## config.mk

```make
export PLATFORM = sky130hd
export DESIGN_NAME = keypad_scanner_flat
export DESIGN_NICKNAME = d
export VERILOG_FILES = /design/src/rtl/keypad_scanner_pkg.sv /design/src/rtl/keypad_scanner_if.sv /design/src/rtl/keypad_debounce.sv /design/src/rtl/keypad_scanner.sv /design/src/flat_wrapper.sv
export SDC_FILE = /design/constraint.sdc
export NUM_CORES = 1
export LEC_CHECK = 0
export ABC_AREA = 0
export CORE_UTILIZATION = 35
export CTS_CLUSTER_DIAMETER = 200
export DETAILED_ROUTE_END_ITERATION = 8
export DONT_BUFFER_PORTS = 1
export PLACE_DENSITY = 0.6
export SLEW_MARGIN = 20
export SYNTH_ARGS = -nofsm -noshare
export SYNTH_HDL_FRONTEND = slang
export SYNTH_SLANG_ARGS = --single-unit
```

## constraint.sdc

```tcl
create_clock -name clk -period 17.68 [get_ports clk]
set_input_delay 1.768 -clock clk [delete_from_list [all_inputs] [get_ports clk]]
set_output_delay 1.768 -clock clk [all_outputs]
set_load 0.1 [all_outputs]
```

## src/rtl/keypad_scanner_pkg.sv

```systemverilog
// Shared constants and the row/column to key-code map for the keypad front end.
package keypad_pkg;
   localparam int NUM_ROWS = 4;
   localparam int NUM_COLS = 3;

   localparam logic [3:0] KEY_NONE  = 4'hF;
   localparam logic [3:0] KEY_STAR  = 4'd10;
   localparam logic [3:0] KEY_SHARP = 4'd11;

   // Rows 0-2 are the digits 1-9; the bottom row is "* 0 #".
   function automatic logic [3:0] key_of(input logic [1:0] row, input logic [1:0] col);
      logic [3:0] code;
      if (row == 2'd3) begin
         case (col)
            2'd0:    code = KEY_STAR;
            2'd1:    code = 4'd0;
            default: code = KEY_SHARP;
         endcase
      end else begin
         code = 4'(3 * row + col + 1);
      end
      return code;
   endfunction
endpackage

```

## src/rtl/keypad_scanner_if.sv

```systemverilog
// Keypad-side row/column wires plus the clean key bus delivered to the safe core.
interface keypad_scanner_if;
   import keypad_pkg::*;

   logic [NUM_COLS-1:0] col_in;
   logic [NUM_ROWS-1:0] row_drive;
   logic                key_valid;
   logic [3:0]          key_code;
   logic                key_held;
   logic [NUM_ROWS-1:0] row_out;
   logic [NUM_COLS-1:0] col_out;

   modport master (input col_in,
                   output row_drive, key_valid, key_code, key_held, row_out, col_out);
   modport slave  (output col_in,
                   input row_drive, key_valid, key_code, key_held, row_out, col_out);
endinterface

```

## src/rtl/keypad_debounce.sv

```systemverilog
// Per-scan debounce: a candidate must repeat DEBOUNCE_SCANS scans before it is committed.
module keypad_debounce import keypad_pkg::*; #(
   parameter int DEBOUNCE_SCANS = 4
) (
   input  logic       clk,
   input  logic       reset,
   input  logic       scan_done,
   input  logic [3:0] candidate,
   input  logic [3:0] committed,
   output logic       commit
);
   localparam int CW = $clog2(DEBOUNCE_SCANS + 1);
   localparam logic [CW-1:0] CNT_MAX = CW'(DEBOUNCE_SCANS);

   logic [3:0]    prev;
   logic [CW-1:0] cnt, cnt_next;

   always_comb begin
      if (candidate != prev)  cnt_next = CW'(1);
      else if (cnt == CNT_MAX) cnt_next = cnt;
      else                     cnt_next = cnt + 1'b1;
      commit = scan_done && (cnt_next == CNT_MAX) && (candidate != committed);
   end

   always_ff @(posedge clk) begin
      if (reset) begin
         prev <= KEY_NONE;
         cnt  <= '0;
      end else if (scan_done) begin
         prev <= candidate;
         cnt  <= cnt_next;
      end
   end
endmodule

```

## src/rtl/keypad_scanner.sv

```systemverilog
// 4x3 keypad scanner: row strobing, column sync, ghost rejection and registered key outputs.
module keypad_scanner import keypad_pkg::*; #(
   parameter int SCAN_DIV       = 1000,
   parameter int DEBOUNCE_SCANS = 4
) (
   input logic              clk,
   input logic              reset,
   keypad_scanner_if.master kp
);
   localparam int DW = $clog2(SCAN_DIV);

   logic [NUM_COLS-1:0]                 col_meta, col_sync;
   logic [DW-1:0]                       dwell;
   logic [1:0]                          row_idx;
   logic [NUM_ROWS-2:0][NUM_COLS-1:0]   scan_map;
   logic [NUM_ROWS-1:0][NUM_COLS-1:0]   full_map;
   logic                                sample, scan_done, commit, single;
   logic [3:0]                          hits, cand;
   logic [1:0]                          hit_r, hit_c;
   logic [NUM_ROWS-1:0]                 cand_row;
   logic [NUM_COLS-1:0]                 cand_col;

   assign sample       = (dwell == DW'(SCAN_DIV - 1));
   assign scan_done    = sample && (row_idx == 2'd3);
   assign kp.row_drive = NUM_ROWS'(1) << row_idx;

   always_ff @(posedge clk) begin
      if (reset) begin
         col_meta <= '0;
         col_sync <= '0;
         dwell    <= '0;
         row_idx  <= '0;
         scan_map <= '0;
      end else begin
         col_meta <= kp.col_in;
         col_sync <= col_meta;
         if (sample) begin
            dwell   <= '0;
            row_idx <= row_idx + 1'b1;
            if (row_idx != 2'd3) scan_map[row_idx] <= col_sync;
         end else begin
            dwell <= dwell + 1'b1;
         end
      end
   end

   // The last row is used straight from the synchronizer in its sample cycle.
   always_comb begin
      full_map = {col_sync, scan_map};
      hits     = '0;
      hit_r    = '0;
      hit_c    = '0;
      for (int r = 0; r < NUM_ROWS; r++)
         for (int c = 0; c < NUM_COLS; c++)
            if (full_map[r][c]) begin
               hits  = hits + 1'b1;
               hit_r = 2'(r);
               hit_c = 2'(c);
            end
      single   = (hits == 4'd1);
      cand     = single ? key_of(hit_r, hit_c) : KEY_NONE;
      cand_row = single ? NUM_ROWS'(1) << hit_r : '0;
      cand_col = single ? NUM_COLS'(1) << hit_c : '0;
   end

   keypad_debounce #(.DEBOUNCE_SCANS(DEBOUNCE_SCANS)) u_debounce (
      .clk       (clk),
      .reset     (reset),
      .scan_done (scan_done),
      .candidate (cand),
      .committed (kp.key_code),
      .commit    (commit)
   );

   always_ff @(posedge clk) begin
      if (reset) begin
         kp.key_valid <= 1'b0;
         kp.key_code  <= KEY_NONE;
         kp.key_held  <= 1'b0;
         kp.row_out   <= '0;
         kp.col_out   <= '0;
      end else begin
         kp.key_valid <= commit && (cand != KEY_NONE);
         if (commit) begin
            kp.key_code <= cand;
            kp.key_held <= (cand != KEY_NONE);
            kp.row_out  <= cand_row;
            kp.col_out  <= cand_col;
         end
      end
   end
endmodule

```

## src/flat_wrapper.sv

```systemverilog
// flat-port wrapper written by rule: the top's interface ports become plain ports
module keypad_scanner_flat import keypad_pkg::*;
#(
   parameter int SCAN_DIV       = 1000,
   parameter int DEBOUNCE_SCANS = 4
)
  (clk, reset, kp_col_in, kp_row_drive, kp_key_valid, kp_key_code, kp_key_held, kp_row_out, kp_col_out);
  keypad_scanner_if kp_i ();
  input logic clk;
  input logic reset;
  input wire logic [$bits(kp_i.col_in)-1:0] kp_col_in;
  output wire logic [$bits(kp_i.row_drive)-1:0] kp_row_drive;
  output wire logic [$bits(kp_i.key_valid)-1:0] kp_key_valid;
  output wire logic [$bits(kp_i.key_code)-1:0] kp_key_code;
  output wire logic [$bits(kp_i.key_held)-1:0] kp_key_held;
  output wire logic [$bits(kp_i.row_out)-1:0] kp_row_out;
  output wire logic [$bits(kp_i.col_out)-1:0] kp_col_out;
  assign kp_i.col_in = kp_col_in;
  assign kp_row_drive = kp_i.row_drive;
  assign kp_key_valid = kp_i.key_valid;
  assign kp_key_code = kp_i.key_code;
  assign kp_key_held = kp_i.key_held;
  assign kp_row_out = kp_i.row_out;
  assign kp_col_out = kp_i.col_out;
  keypad_scanner #(.SCAN_DIV(SCAN_DIV), .DEBOUNCE_SCANS(DEBOUNCE_SCANS)) u_core (.clk(clk), .reset(reset), .kp(kp_i));
endmodule
```

==> out/metrics.yaml <==
yosys:
  synth_top_family_by_area: "simple AND/OR/NAND/NOR gates"
  ys_seq_area_share_pct: 27.8
  yosysWarnings: 0
  synthMuxAreaShare_pct: 3.58
  synth_simple_gate_area_share_pct: 23.8
  synthXorXnorAreaFrac_pct: 11.3
  synthCells: 414
  synth_nets: 446
  synth_flop_cell: "dfxtp_1"
  synth-compound-area-share_pct: 17.1
  synth_adder_area_share_pct: 10.4
  netlist_area_um2: 3390
  ys_ff_latch: 47
  synthArstFlopShare_pct: 0
  synth_edf_count: 0
  synth_cell_types: 63
  syn_avg_cell_area_um2: 8.19
power:
  p_clk_share_pct: 34.0
  combPwrFrac_pct: 13.9
  p_per_area_nw_per_um2: 58.9
  p_leak_nw: 1.43
  pwr-share-seq_pct: 52.1
  vdd_drop_max_mv: 0.0338
  switchingPower_mw: 0.0542
  swShare_pct: 26.0
  p_int_mw: 0.154
clock_tree:
  cts.path.max_buffers: 2
  cts_inserted_buffers: 5
  clk_pin_slew_worst_paths_ns: 0.08
  cts-root-buf: "clkbuf_8"
  cts_htree_levels: 2
  clk_latency_ns: 0.30
  cts_resized: 0
  cts_tree: "yes"
  postCtsSetupBuffers: 0
  cts_hold_buf: 0
  cts_num_sinks: 47
worst_hold_path:
  min_from: "u_core.col_meta[0]"
  hold_class: "reg2reg"
  hold_depth: 1
  hold_path_end: "u_core.col_sync[0]"
timing:
  fin_crit_sh_pct: 45.4
  setup_tns_ns: 0
  clock.fmax_ghz: 0.125
  hold_viol: 0
  worst_pin_slew_ns: 1.15
  slew_headroom_pct: 23.4
  drv_slew: 0
  skew_ns: 0.00950
  grt_setup_unrepaired: "false"
  setup_violations: 0
  fin_crit_ns: 8.03
  finalWorstSetupSlack_ns: 9.65
run:
  maxCapViolCount: 0
route:
  wl_um: 7120
  drt-wirelength-per-cell_um: 13.4
  dr.first_iter.drc_count: 79
  wl_met1_um: 3430
  route.met2.wl_um: 3470
  viasPerCell: 5.15
  drcViolationCount: 0
  vias: 2731
  maxUsedRoutingLayer: "met4"
  antenna_left: 0
  dr.pass1.iters: 4
  wl_met3_um: 157
worst_setup_path:
  crit_type: "reg2reg"
  r2r-end: "u_core.kp.col_out[1]"
  cp.required_ns: 17.90
  worstPathMaxFanout: 11
  cp_data_arrival_time_ns: 8.24
  worstReg2RegStart: "u_core.full_map[1]"
  critPathSlowestCell: "and4b_1"
  reg2reg_slack_ns: 9.65
  r2r.worst_path.cells: 39
  crit_path_start_kind: "register"
  max_stage_delay_ns: 0.66
  crit_path_end_kind: "register"
  crit_top_cell: "ha_1"
global_route:
  grt-ovfl-total: 0
  grt_pass1_wl_um: 12300
  antenna_found_initial: 0
  grt_pass1_vias: 2644
  grt_max_degree: 30
  grtUsageTotal_pct: 14.9
die:
  rows: 35
  start_util_pct: 36.3
  core_um2: 9330
  die_h_um: 100
  die_w_um: 100
  ioPinCount: 22
  dieArea_um2: 10100
status:
  run_status: "completed"
layout:
  final_cell_mix: "nand2_1 (67), dfxtp_1 (47), nor2_1 (29)"
  nets: 432
  synthToLayoutAreaGrowth_pct: 4.39
  layout-drive-gt1-share_pct: 6.23
  n_antenna_cell: 0
  final_common_cell: "nand2_1"
place:
  gp_congestion: 0.802
  port_buffers: 0
  hpwlAfterDp_um: 5310
  post-place-ws_ns: 9.65
[final cells by class]
| cell class | count | area (µm²) |
|---|---|---|
| multi-input combinational | 321 | 2240 |
| clock buffer | 8 | 100 |
| tap | 129 | 161 |
| fill | 969 | 5790 |
| sequential | 47 | 941 |
| inverter | 25 | 93.8 |
[cells by family (layout without fill, tap and decap cells)]
kind of cell | Yosys count | in the layout
xor gates and xnor gates | 36 | 36
adders and majority gates | 27 | 27
buffers and inverters | 46 | 33
DFF | 47 | 47
AOI/OAI and AO/OA | 80 | 80
muxes | 12 | 12
and+or+nand+nor | 166 | 166
[through the flow]
stage / utilization [%] / total power [mW] / cell area (µm²) / cells / hold slack [ns]
6_report: 37.9 / 0.209 / 3540 / 530 / 0.451
5_1_grt: 37.9 / 0.219 / 3540 / 530 / 0.462
4_1_cts: 37.9 / 0.211 / 3540 / 530 / 0.458
3_5_place_dp: 36.9 / 0.140 / 3440 / 522 / 0.439
3_3_place_gp: 36.9 / 0.139 / 3440 / 522 / 0.443
2_1_floorplan: - / 0.135 / 3390 / 414 / 0.414
[state kept, by name (all words and copies together), names as in the netlist]
signal                  cells
u_core.col_sync             3
u_core.kp.col_out           3
u_core.kp.row_out           4
u_core.col_meta             3
u_core.full_map             9
u_core.kp.key_code          4
u_core.u_debounce.cnt       3
u_core.row_idx              2
u_core.kp.key_valid         1
u_core.kp.key_held          1
u_core.u_debounce.prev      4
u_core.dwell               10
[Yosys cell counts, drive strengths merged (8+ instances only)]
cell type,count,share of area [%]
a31oi,8,1.7
xor2,14,3.8
nor3,8,1.2
o21ai,8,1.2
clkbuf,14,1.6
dfxtp,47,28
nor2,29,3.2
ha,25,9.2
xnor2,18,4.7
inv,25,2.8
nand2,67,7.4
mux2i,11,3.2
nand3,21,3.1
a21oi,20,3.0
[critical path: cells and delay by family (launching register included)]
| family | cells | cell delay, ns |
|---|---|---|
| adder cells (fa/ha/maj) | 10 | 2.98 |
| AND/OR/NAND/NOR | 12 | 1.90 |
| AO/OA/AOI/OAI | 11 | 1.90 |
| flip-flops | 1 | 0.38 |
| buffers and inverters | 3 | 0.17 |
| multiplexers | 2 | 0.45 |
| XOR/XNOR | 1 | 0.21 |
[worst max path at each step]
stage	from	to	slack, ns
after floorplan	u_core.full_map[1]	u_core.kp.col_out[0]	10.81
after global placement	u_core.full_map[1]	u_core.kp.row_out[2]	10.03
final	u_core.full_map[1]	u_core.kp.col_out[1]	9.65
after global routing	u_core.full_map[1]	u_core.kp.col_out[1]	8.94
after detailed placement	u_core.full_map[1]	u_core.kp.col_out[1]	9.65
after CTS	u_core.full_map[1]	u_core.kp.col_out[1]	9.63
[per-layer routing]
metal / track usage, % / vias up
li1: - / 1422
met1: 18.3 / 1280
met2: 27.1 / 25
met3: 2.37 / 4
met4: 4.01 / 0
met5: 0 / -
[power groups by stage]
stage                     logic, mW  clock network, mW  registers (mW)
after floorplan              0.0252                  0           0.110
after global placement       0.0284                  0           0.111
after detailed placement     0.0288                  0           0.111
after CTS                    0.0290             0.0736           0.109
after global routing         0.0324             0.0779           0.109
final                        0.0290             0.0710           0.109
(Power assumes the default switching activity.)
